`src/rtl/tlm_get_arbiter.sv`:
```
// Round-robin arbiter that lets NUM_REQ get/peek requesters share one FIFO head.
// Optional macro TLM_GET_ARBITER_TIMEOUT_EN adds a per-requester wait timeout for blocking requests.
module tlm_get_arbiter #(
  parameter int NUM_REQ = 4,
  parameter int DATA_W  = 32,
  parameter int TIMEOUT = 16
) (
  input  logic               clk,
  input  logic               rst,
  input  logic [NUM_REQ-1:0] req_valid,
  input  logic [NUM_REQ-1:0] req_get,
  input  logic [NUM_REQ-1:0] req_try,
  input  logic               src_valid,
  input  logic [DATA_W-1:0]  src_data,
  output logic               src_pop,
  output logic [NUM_REQ-1:0] rsp_valid,
  output logic               rsp_ok,
  output logic [DATA_W-1:0]  rsp_data
);

  localparam int PTR_W = $clog2(NUM_REQ);

  logic [PTR_W-1:0]   ptr_q, ptr_d;
  logic [NUM_REQ-1:0] rsp_valid_q, rsp_valid_d;
  logic               rsp_ok_q, rsp_ok_d;
  logic [DATA_W-1:0]  rsp_data_q, rsp_data_d;
  logic [NUM_REQ-1:0] timeout_hit;
  logic [NUM_REQ-1:0] eligible;
  logic               grant;
  logic [PTR_W-1:0]   grant_idx;

`ifdef TLM_GET_ARBITER_TIMEOUT_EN
  localparam int CNT_W = $clog2(TIMEOUT + 1);

  generate
    for (genvar gi = 0; gi < NUM_REQ; gi++) begin : g_wait
      logic [CNT_W-1:0] wait_q;

      // Counts only cycles where a blocking request is genuinely waiting.
      always_ff @(posedge clk) begin
        if (rst || !req_valid[gi] || req_try[gi] || rsp_valid_q[gi] ||
            (grant && grant_idx == PTR_W'(gi))) begin
          wait_q <= '0;
        end else if (wait_q != CNT_W'(TIMEOUT)) begin
          wait_q <= wait_q + 1'b1;
        end
      end

      assign timeout_hit[gi] = (wait_q == CNT_W'(TIMEOUT));
    end
  endgenerate
`else
  assign timeout_hit = '0;
`endif

  // A requester still holding req_valid during its own response cycle is masked.
  assign eligible = req_valid & ~rsp_valid_q &
                    (req_try | {NUM_REQ{src_valid}} | timeout_hit);

  always_comb begin
    grant     = 1'b0;
    grant_idx = '0;
    for (int k = 0; k < NUM_REQ; k++) begin
      int idx;
      idx = (int'(ptr_q) + k) % NUM_REQ;
      if (!grant && eligible[PTR_W'(idx)]) begin
        grant     = 1'b1;
        grant_idx = PTR_W'(idx);
      end
    end
  end

  always_comb begin
    ptr_d       = ptr_q;
    rsp_valid_d = '0;
    rsp_ok_d    = 1'b0;
    rsp_data_d  = '0;
    if (grant) begin
      ptr_d       = (grant_idx == PTR_W'(NUM_REQ - 1)) ? '0 : grant_idx + 1'b1;
      rsp_valid_d = NUM_REQ'(1) << grant_idx;
      // A timeout grant only occurs with an empty source, so ok tracks src_valid.
      rsp_ok_d    = src_valid;
      rsp_data_d  = src_valid ? src_data : '0;
    end
  end

  assign src_pop = !rst && grant && req_get[grant_idx] && src_valid;

  always_ff @(posedge clk) begin
    if (rst) begin
      ptr_q       <= '0;
      rsp_valid_q <= '0;
      rsp_ok_q    <= 1'b0;
      rsp_data_q  <= '0;
    end else begin
      ptr_q       <= ptr_d;
      rsp_valid_q <= rsp_valid_d;
      rsp_ok_q    <= rsp_ok_d;
      rsp_data_q  <= rsp_data_d;
    end
  end

  assign rsp_valid = rsp_valid_q;
  assign rsp_ok    = rsp_ok_q;
  assign rsp_data  = rsp_data_q;

endmodule

```
`config.mk`:
```
export PLATFORM = sky130hd
export DESIGN_NAME = tlm_get_arbiter
export DESIGN_NICKNAME = d
export VERILOG_FILES = /design/src/rtl/tlm_get_arbiter.sv
export SDC_FILE = /design/constraint.sdc
export NUM_CORES = 1
export LEC_CHECK = 0
export CAP_MARGIN = 20
export CORE_MARGIN = 4
export CORE_UTILIZATION = 38
export DETAILED_ROUTE_END_ITERATION = 7
export GPL_TIMING_DRIVEN = 1
export PLACE_DENSITY = 0.93
export SYNTH_ARGS = -nofsm -noshare
export SYNTH_HDL_FRONTEND = slang
export SYNTH_SLANG_ARGS = --single-unit
```
`constraint.sdc`:
```
create_clock -name clk -period 3.9 [get_ports clk]
set_input_delay 0.975 -clock clk [delete_from_list [all_inputs] [get_ports clk]]
set_output_delay 0.975 -clock clk [all_outputs]
set_load 0.05 [all_outputs]
```
==> results.tsv, run 1 <==
stage	metric	value	unit
floorplan	die_area	4370	µm²
clock_tree	cts_hold_buf	0	
setup_path	critPathMaxStageDelay	0.46	ns
placed_design	place_inst	255	
yosys	syn_area	1280	µm²
yosys	dominantRegCellSynth	dfxtp_1	
floorplan	die_y	66.1	µm
clock_tree	clockRootBuffer	clkbuf_4	
setup_path	cp_max_fo	3	
sta	finClkSkew	0.00808	ns
sta	fmax	0.258	GHz
sta	worst_pin_slew	0.531	ns
yosys	synth_cell_type_count	23	
clock_tree	path_clk_slew	0.10	ns
layout	multi_input_area	556	µm²
clock_tree	cts_tree	built	
global_route	met1_usage	15.8	%
sta	period_share	99.3	%
yosys	synth_cells	120	
yosys	synth_top_cell_by_area	dfxtp_1	
placed_design	gp_routability_congestion	0.837	
yosys	async_flop_share	0	%
global_route	grt.total_usage	18.4	%
layout	finalNonFillerCells	266	
clock_tree	cts_buffers	5	
sta	hold_slack	0.581	ns
placed_design	dpl_cell_area	2260	µm²
power_and_ir_drop	p_per_area	456	nW/µm²
layout	ff_latch_area	781	µm²
global_route	overflow	0	
global_route	top_usage_layer	met2	
layout	syn_to_final_growth	88.7	%
setup_path	cp-end-kind	primary output	
yosys	yosysTopAreaCellShare	60.9	%
clock_tree	worst_skew_pair.late_latency	0.34	ns
yosys	synth_warnings	0	
setup_path	crit_arrival	2.90	ns
layout	finish.utilization	77.4	%
clock_tree	clock_path_buffers	2	
layout	fillers	192	
yosys	synth_nets	168	
placed_design	dp_hpwl	3010	µm
floorplan	core	3130	µm²
layout	fin_area	2420	µm²
worst_hold_path	hp-class	reg -> reg	
detailed_routing	drtAntennaViolNets	0	
detailed_routing	drtIter0Drc	42	
yosys	synthTopCellsByArea	dfxtp_1 61%, and2_1 16%, nor2_1 3.2%	
setup_path	crit_chain	clkdlybuf4s50_1 -> nor2_1 -> or3b_4 -> o22ai_2 -> o22ai_2 -> buf_6 -> mux2i_4 -> o32ai_4 -> clkbuf_16	
sta	relSlewSlack	64.5	%
sta	hold_viol	0	
layout	antennaDiodeCount	0	
setup_path	criticalPathCategory	in -> out	
detailed_routing	vias	1204	
yosys	synth_edf_count	0	
global_route	use_met3	9.52	%
sta	slew_viol_final	0	
floorplan	start_util	41.0	%
flow_run	drv_cap	0	
outcome	outcome	finished clean	
layout	fin_nets	269	
global_route	antenna_found_initial	0	
setup_path	worstPathRequired	2.92	ns
sta	period_minus_slack	3.87	ns
clock_tree	cts_sinks	39	
power_and_ir_drop	max-vdd-ir-drop	0.000310	V
detailed_routing	post_drt_wl_per_cell	14.5	µm
clock_tree	h-tree-depth	2	
detailed_routing	drt_wl_total	3860	µm
yosys	synth_seq_area_share	60.9	%
layout	drive_above_1_share	16.2	%
detailed_routing	drc	0	
yosys	syn_avg_cell_area	10.7	µm²
sta	final.setup.tns	0	ns
floorplan	die_w	66.1	µm
power_and_ir_drop	finalPower	1.10	mW
floorplan	ios	85	
global_route	grt_pass1_vias	1322	
placed_design	place_ws	-0.0275	ns
detailed_routing	viasPerCell	4.53	
global_route	met2_usage	35.1	%
sta	finalWorstSetupSlack	0.0259	ns
sta	setup_viol	0	
global_route	grt_pass1_wl	5910	µm
placed_design	port-buffer-count	84	
setup_path	path_common_cell	o22ai_2	
setup_path	worstSetupStartpointType	input pin	
detailed_routing	dr.pass1.iters	4	
floorplan	row_count	20	
setup_path	cp_slowest_cell	clkdlybuf4s50_1	
power_and_ir_drop	power_leakage	0.957	nW
global_route	grt_max_degree	28	
yosys	ys_ff_latch	39	
-- logic make-up (layout without fill, tap and decap cells) --
family	Yosys count	in the layout	synth area share (%)
buffers and inverters	7	109	2.05
AO/OA/AOI/OAI	13	13	8.29
multiplexers	3	3	2.34
adder cells (fa/ha/maj)	1	1	0.975
flip-flops	39	39	60.9
AND/OR/NAND/NOR	57	57	25.5
-- power by group --
group | internal, mW | total, mW | switching [mW]
registers | 0.435 | 0.463 | 0.0277
logic | 0.213 | 0.447 | 0.234
clock network | 0.0688 | 0.195 | 0.126
total | 0.717 | 1.10 | 0.387
-- repair_timing --
item                                    4_1_cts  5_1_grt
gates cloned                                  0        0
resized for setup                             5       10
pin swaps                                     5        3
endpoints found under the setup margin        1        1
buffers inserted                              1        2
-- placed cells by master, fill, tap and decap left out, types with 4 or more instances in the layout --
cell type,n
clkdlybuf4s50_1,82
dfxtp_1,39
and2_1,32
buf_4,12
nor2_1,10
nand2_1,6
o22ai_2,5
clkbuf_4,5
inv_1,4
-- state kept, by name, indices dropped and copies added (netlist names) --
| signal | cells |
|---|---|
| rsp_data | 32 |
| ptr_q | 2 |
| rsp_ok | 1 |
| rsp_valid | 4 |
-- routing by layer --
metal / wire [µm] / share of wire [%] / vias to the layer above
met5: 0 / 0 / -
met2: 2050 / 53 / 67
met4: 52 / 1.3 / 0
li1: - / - / 597
met3: 430 / 11 / 5
met1: 1330 / 34 / 535
-- final timing paths --
path | slack [ns] | cells past startpoint | endpoint | startpoint
worst min register to register | 0.58 | 2 | ptr_q[0]$_SDFFE_PP0N_ | ptr_q[0]$_SDFFE_PP0N_
worst min-delay path | 0.58 | 2 | ptr_q[0]$_SDFFE_PP0N_ | ptr_q[0]$_SDFFE_PP0N_
worst max-delay path | 0.03 | 9 | src_pop | req_try[0]
worst max register to register | 1.85 | 8 | ptr_q[0]$_SDFFE_PP0N_ | rsp_valid[0]$_SDFF_PP0_
-- final cells by class --
| type | count | share of cell area [%] |
|---|---|---|
| timing repair buffer | 97 | 39.5 |
| multi-input combinational | 74 | 23.0 |
| sequential | 39 | 32.3 |
| inverter | 4 | 0.620 |
| clock buffer | 5 | 1.55 |
| clock inverter | 3 | 0.827 |
| tap | 44 | 2.28 |
-- critical path, delay by kind of cell --
kind	cells	cell delay, ns
and+or+nand+nor	2	0.45
buffers and inverters	3	0.82
muxes	1	0.18
AOI/OAI and AO/OA	3	0.47
-- synthesized netlist by cell type (2+ instances only) --
cell,number
and2_1,32
mux2i_1,3
dfxtp_1,39
inv_1,4
nor2_1,11
nand2_1,6
o22ai_1,4
clkbuf_1,3
nand2b_1,3
o22ai_2,2
Note: power is estimated with default switching activity, not from simulation.
==> run 2: changes to the inputs <==
--- a/config.mk
+++ b/config.mk
@@ -8,6 +8,7 @@
 export CAP_MARGIN = 20
 export CORE_MARGIN = 4
 export CORE_UTILIZATION = 38
+export CTS_BUF_LIST = sky130_fd_sc_hd__clkbuf_4 sky130_fd_sc_hd__clkbuf_8 sky130_fd_sc_hd__clkbuf_16
 export DETAILED_ROUTE_END_ITERATION = 7
 export GPL_TIMING_DRIVEN = 1
 export PLACE_DENSITY = 0.93
==> results of run 2 <==
Same layout as run 1: the final DEF is identical, and so are final timing and power.
==> run 3: changes to the inputs <==
==> config.mk (replaced) <==
export PLATFORM = sky130hd
export DESIGN_NAME = tlm_get_arbiter
export DESIGN_NICKNAME = d
export VERILOG_FILES = /design/src/rtl/tlm_get_arbiter.sv
export SDC_FILE = /design/constraint.sdc
export NUM_CORES = 1
export LEC_CHECK = 0
export CAP_MARGIN = 20
export CORE_MARGIN = 4
export CORE_UTILIZATION = 63
export DETAILED_ROUTE_END_ITERATION = 7
export DONT_BUFFER_PORTS = 1
export GPL_TIMING_DRIVEN = 1
export PLACE_DENSITY = 0.88
export SYNTH_ARGS = -nofsm -noshare
export SYNTH_HDL_FRONTEND = slang
export SYNTH_SLANG_ARGS = --single-unit
==> run 3 against run 2 <==
- final area down 43%
- hold slack worse by 0.037 ns
- register-to-register slack worse by 0.09 ns
==> results.tsv, run 3 (synthesized netlist as in run 1, its figures left out) <==
stage	metric	value	unit
sta	relSlewSlack	64.6	%
floorplan	row_count	16	
floorplan	die_area	2820	µm²
clock_tree	cts_buffers	5	
setup_path	reg2reg_slack	1.76	ns
floorplan	die_w	53.1	µm
clock_tree	post_cts_buffers	0	
sta	period_minus_slack	3.43	ns
clock_tree	h-tree-depth	2	
setup_path	path_depth	7	
floorplan	start_util	66.0	%
global_route	antenna_found_initial	0	
sta	slew_viol_final	0	
floorplan	die_y	53.1	µm
layout	fillers	160	
detailed_routing	drt_wl_total	2390	µm
setup_path	crit_buf_inv	1	
sta	rsz0062_at_grt	no	
detailed_routing	drtIter0Drc	0	
setup_path	cp-end-kind	primary output	
power_and_ir_drop	power_leakage	0.557	nW
detailed_routing	dr.pass1.iters	1	
layout	syn_to_final_growth	7.02	%
global_route	grt_pass1_vias	816	
sta	fmax	0.292	GHz
placed_design	port-buffer-count	0	
worst_hold_path	hold_depth	2	
sta	hold_viol	0	
power_and_ir_drop	max-vdd-ir-drop	0.000395	V
clock_tree	ctsResizeCount	0	
sta	setup_viol	0	
setup_path	cp_slowest_cell	or3b_1	
clock_tree	clock_path_buffers	2	
layout	largest_reg_flops	32	
detailed_routing	drc	0	
layout	final_common_cell	dfxtp_1	
setup_path	cp_max_fo	6	
outcome	outcome	finished clean	
power_and_ir_drop	finalPower	0.886	mW
sta	period_share	88.0	%
detailed_routing	vias	813	
clock_tree	path_clk_slew	0.09	ns
layout	fin_nets	174	
sta	worst_pin_slew	0.530	ns
layout	antennaDiodeCount	0	
worst_hold_path	hp-class	reg -> reg	
clock_tree	cts_tree	built	
layout	drive_above_1_share	10.4	%
setup_path	crit_arrival	2.46	ns
detailed_routing	viasPerCell	5.35	
setup_path	ff2ff_path_depth	7	
clock_tree	cts_hold_buf	0	
layout	finish.utilization	70.7	%
global_route	grt_pass1_wl	3480	µm
setup_path	worstPathRequired	2.92	ns
sta	final.setup.tns	0	ns
setup_path	crit_chain	nor2_1 -> or3b_1 -> o22ai_1 -> o22ai_2 -> mux2i_1 -> o32ai_2 -> buf_4	
placed_design	place_ws	0.469	ns
sta	finalWorstSetupSlack	0.470	ns
global_route	grt.total_usage	17.8	%
setup_path	cpLargestDelayFamily	compound AO/OA/AOI/OAI gates	
clock_tree	cts_sinks	39	
global_route	overflow	0	
floorplan	core	1940	µm²
detailed_routing	drtAntennaViolNets	0	
layout	layout_common_cells	39 x dfxtp_1, 32 x and2_1, 11 x nor2_1	
setup_path	worstSetupStartpointType	input pin	
clock_tree	clockRootBuffer	clkbuf_4	
power_and_ir_drop	p_per_area	646	nW/µm²
global_route	grt_max_degree	34	
setup_path	critPathMaxStageDelay	0.39	ns
setup_path	criticalPathCategory	in -> out	
placed_design	gp_routability_congestion	0.743	
detailed_routing	post_drt_wl_per_cell	15.7	µm
floorplan	ios	85	
sta	finClkSkew	0.00555	ns
clock_tree	worst_skew_pair.late_latency	0.31	ns
flow_run	drv_cap	0	
[run 3: routing by layer]
metal  up-vias  global-route usage [%]  part of all wire (%)
li1        404                       -                     -
met1       361                    15.8                    35
met3         5                    9.01                    11
met4         0                    8.94                   1.5
met2        43                    32.4                    52
met5         -                       0                     0
[run 3: worst min-delay path: cells and delay by family, from the launching register on]
| kind | cells | cell delay (ns) |
|---|---|---|
| AOI/OAI and AO/OA | 1 | 0.06 |
| DFF | 1 | 0.37 |
| and+or+nand+nor | 1 | 0.08 |
[run 3: per-stage QoR]
step,instance area (µm²),instances,hold WS (ns)
after floorplan,1290,120,0.476
after global placement,1330,146,0.500
after detailed placement,1330,146,0.523
after CTS,1370,152,0.537
after global routing,1370,152,0.580
final,1370,152,0.545
[run 3: worst paths after layout]
check / from / to
worst max-delay path: req_try[0] / src_pop
worst min register to register: ptr_q[0]$_SDFFE_PP0N_ / ptr_q[0]$_SDFFE_PP0N_
worst max register to register: rsp_valid[1]$_SDFF_PP0_ / ptr_q[1]$_SDFFE_PP0N_
worst min-delay path: ptr_q[0]$_SDFFE_PP0N_ / ptr_q[0]$_SDFFE_PP0N_
[run 3: power breakdown]
part | leakage (nW) | internal [mW] | switching (mW)
Clock | 0.0232 | 0.0635 | 0.110
Sequential | 0.320 | 0.435 | 0.123
Combinational | 0.215 | 0.0681 | 0.0859
Total | 0.557 | 0.567 | 0.319
[run 3: layout make-up]
cell class              instances  area [µm²]  area share, %
inverters                       4        15.0           1.09
multi-input cells              74         483           35.2
clock buffers                   5        37.5           2.73
repair buffers                  2        15.0           1.09
flip-flops and latches         39         781           56.9
well taps                      27        33.8           2.46
clock inverters                 1        7.51          0.547
==> RTL change 1, RTL diff (config.mk and constraints of run 2) <==
`DATA_W`: 32 -> 36.
--- a/src/rtl/tlm_get_arbiter.sv
+++ b/src/rtl/tlm_get_arbiter.sv
@@ -4,3 +4,3 @@
   parameter int NUM_REQ = 4,
-  parameter int DATA_W  = 32,
+  parameter int DATA_W  = 36,
   parameter int TIMEOUT = 16
Ports: changed (resized rsp_data and src_data); port bits go from 85 to 93. No check against the original RTL was run, so the function may have changed too.
==> RTL change 1 against run 2 <==
Power rose by 18%. Via count rose by 5.1%. Cell area increased by 9.3%. Count of clock-buffer cells in the layout grew 1. First-iteration DRC count is 4.8% higher. Combinational power up 4%. Worst setup slack better by 0.039 ns. Area after synthesis increased by 8.9%. Sequential cell count grew 4. Clock skew is 0.0058 ns lower. Wire length fell by 4.3%.
==> RTL change 1: results (changes against run 2) <==
metric,value,unit,change
clock root buffer,clkbuf_8,,
skew final,0.00228,ns,-0.00579 ns
P_int,0.000893,W,+25%
initial detailed-routing violation count,44,,+4.8%
first-pass GRT wire length,5420,um,-8.2%
hpwl dp,2780,um,-7.8%
M1 GR Usage,14.3,%,-1.6 points
Syn Nets,180,,+7.1%
max_slew headroom,37.8,%,-27 points
largest net degree at the start of global routing,38,,+36%
Worst EP arrival,2.86,ns,-0.04 ns
Total GRT Usage,16.0,%,-2.4 points
outcome,finished clean,,
fin cells,280,,+5.3%
GPL Wtd Cong,0.795,,-4.9%
met1 WL,1260,um,-5.5%
Max VDD drop,0.000335,V,+8.3%
global-route met2 utilization,29.8,%,-5.3 points
fill count,233,,+21%
"top cells by area, synth","dfxtp_1 62%, and2_1 16%, nor2_1 3.0%",,
vias in the first global route,1228,,-7.1%
Largest register FFs,36,,+13%
met3 wire length,363,um,-16%
Post-Syn Instances,128,,+6.7%
Multi-input gate area,591,sq um,+6.3%
routed wire length on met2,1990,um,-2.7%
[RTL change 1: timing repair]
| item | in CTS | in global routing |
|---|---|---|
| gates resized for setup | 8 | 14 |
| pin swaps | 4 | 6 |
| endpoints found under the setup margin | 1 | 1 |
| buffers inserted | 2 | 0 |
[RTL change 1: power groups by stage]
stage,Sequential [W],Clock (W),Combinational (W)
after floorplan,0.000612,0,0.000133
after global placement,0.000509,0,0.000398
after detailed placement,0.000511,0,0.000405
after CTS,0.000501,0.000340,0.000446
after global routing,0.000510,0.000364,0.000491
final,0.000505,0.000330,0.000464
[RTL change 1: cells by family (layout without fill, tap and decap cells)]
logic type	Yosys count	in the layout	share of synthesized area (%)
AO/OA/AOI/OAI	13	13	8.15
adder cells (fa/ha/maj)	1	1	0.896
buffers and inverters	7	113	1.97
flip-flops	43	43	61.6
AND/OR/NAND/NOR	61	61	25.2
multiplexers	3	3	2.15
[RTL change 1: how the worst min path moves through the flow]
stage                   from        to  slack (ns)
finish              ptr_q[1]  ptr_q[1]        0.59
global route        ptr_q[1]  ptr_q[1]        0.64
CTS                 ptr_q[0]  ptr_q[0]        0.56
detailed placement  ptr_q[0]  ptr_q[0]        0.54
global placement    ptr_q[0]  ptr_q[0]        0.52
floorplan           ptr_q[0]  ptr_q[0]        0.49
[RTL change 1: final cells by class]
class | instances | share of cell area (%)
repair buffers | 102 | 38.3
flip-flops and latches | 43 | 32.6
multi-input cells | 78 | 22.3
clock buffers | 6 | 2.89
well taps | 46 | 2.18
clock inverters | 1 | 1.14
inverters | 4 | 0.568
[RTL change 1: through the flow]
step | worst slack, ns | hold slack (ns)
after floorplan | 0.270 | 0.487
after global placement | 0.0401 | 0.521
after detailed placement | -0.0358 | 0.543
after CTS | 0.0382 | 0.565
after global routing | -0.00890 | 0.635
final | 0.0651 | 0.590
==> RTL change 2, RTL diff (flow settings as in run 2) <==
Without the edit above. `rsp_data_q` no longer has a reset.
--- a/src/rtl/tlm_get_arbiter.sv
+++ b/src/rtl/tlm_get_arbiter.sv
@@ -93,3 +93,2 @@
       rsp_ok_q    <= 1'b0;
-      rsp_data_q  <= '0;
     end else begin
@@ -98,4 +97,7 @@
       rsp_ok_q    <= rsp_ok_d;
-      rsp_data_q  <= rsp_data_d;
     end
+  end
+
+  always_ff @(posedge clk) begin
+    rsp_data_q <= rsp_data_d;
   end
Function: changed (Yosys sat finds a counterexample within 4 cycles, from zero or initial values and one cycle with rst high).
==> RTL change 2 against run 2 <==
Worst setup slack improved by 0.028 ns. Sequential cell count unchanged. Synthesized cell count grew 0.83%. Worst hold slack worse by 0.016 ns. Sequential power grew 2%. Global-route usage fell by 3.6 points. Utilization shrank 4.1 points. Wire length is 15% lower. Cell area rose by 1.1%. Critical path type unchanged. Power up 13%. Area after synthesis up 1.8%. Sequential share of layout area fell by 0.35 points. Via count is 3.2% lower.
==> RTL change 2: results (changes against run 2) <==
metric,value,unit,change
outcome,finished clean,,
final period utilization,98.6,%,-0.71 points
post-synthesis mux area share,3.16,%,+0.82 points
Post-Route WL,3270,um,-15%
R2R Setup Slk,1.90,ns,+0.05 ns
critical register-to-register path startpoint,rsp_valid[1],,
Syn Nets,169,,+0.60%
Layout area overhead,87.4,%,
GPL Wtd Cong,0.782,,-6.5%
most instantiated cells after synthesis,"39 x dfxtp_1, 32 x and2_1, 14 x nor2_1, 5 x inv_1",,
Max VDD drop,0.000329,V,+6.4%
CP max FO,3,,unchanged
Hold WC Path Type,register to register,,
vias,1166,,-3.2%
M1 GR Usage,13.6,%,-2.3 points
global-route met2 utilization,27.6,%,-7.5 points
met3 wire length,320,um,-26%
pre-CTS WS,-0.101,ns,-0.0732 ns
Post-Syn Instances,121,,+0.83%
initial detailed-routing violation count,29,,-31%
FF-to-FF End,rsp_data[12],,
first-pass GRT wire length,4840,um,-18%
hold_ws,0.565,ns,-0.0164 ns
compound-cell area share of the yosys netlist,8.34,%,+0.049 points
largest net degree at the start of global routing,21,,-25%
hpwl dp,2620,um,-13%
"Seq/Total Area, Yosys",59.8,%,-1.1 points
Seq power,0.000473,W,+2%
Sw Pwr,0.000414,W,+7.0%
Worst EP arrival,2.87,ns,-0.03 ns
reg2reg path depth,7,,-1
Total GRT Usage,14.8,%,-3.6 points
"top cells by area, synth","dfxtp_1 60%, and2_1 15%, nor2_1 4.0%",,
skew final,0.00519,ns,-0.00288 ns
met3 usage,6.91,%,-2.6 points
total power,0.00125,W,+13%
leakage power,0.992,nW,+3.6%
fill count,249,,+30%
wire length per cell,12.2,um,-16%
placed standard-cell area,2250,sq um,-0.22%
==> RTL change 2: cell types whose count changed in the layout (fill, tap and decap cells not counted), sizes merged, moves of 2 or more <==
| cell | change |
|---|---|
| nand2 | -3 |
| nor2 | +3 |
| o22ai | -3 |
| clkdlybuf4s50 | -2 |
| clkinvlp | -2 |
| dlymetal6s2s | +2 |
==> RTL change 2: layout make-up <==
class | instances | area share (%)
Multi-Input combinational cell | 74 | 22.5
Timing Repair Buffer | 96 | 39.0
Tap cell | 46 | 2.35
Clock buffer | 6 | 2.10
Sequential cell | 39 | 31.9
Clock inverter | 2 | 1.43
Inverter | 5 | 0.767
==> RTL change 2: timing repair <==
| item | 4_1_cts | 5_1_grt |
|---|---|---|
| pin swaps | 3 | 5 |
| setup endpoints to repair | 1 | 1 |
| hold buffers | 0 | 0 |
| resized for setup | 2 | 14 |
| buffers inserted | 1 | 4 |
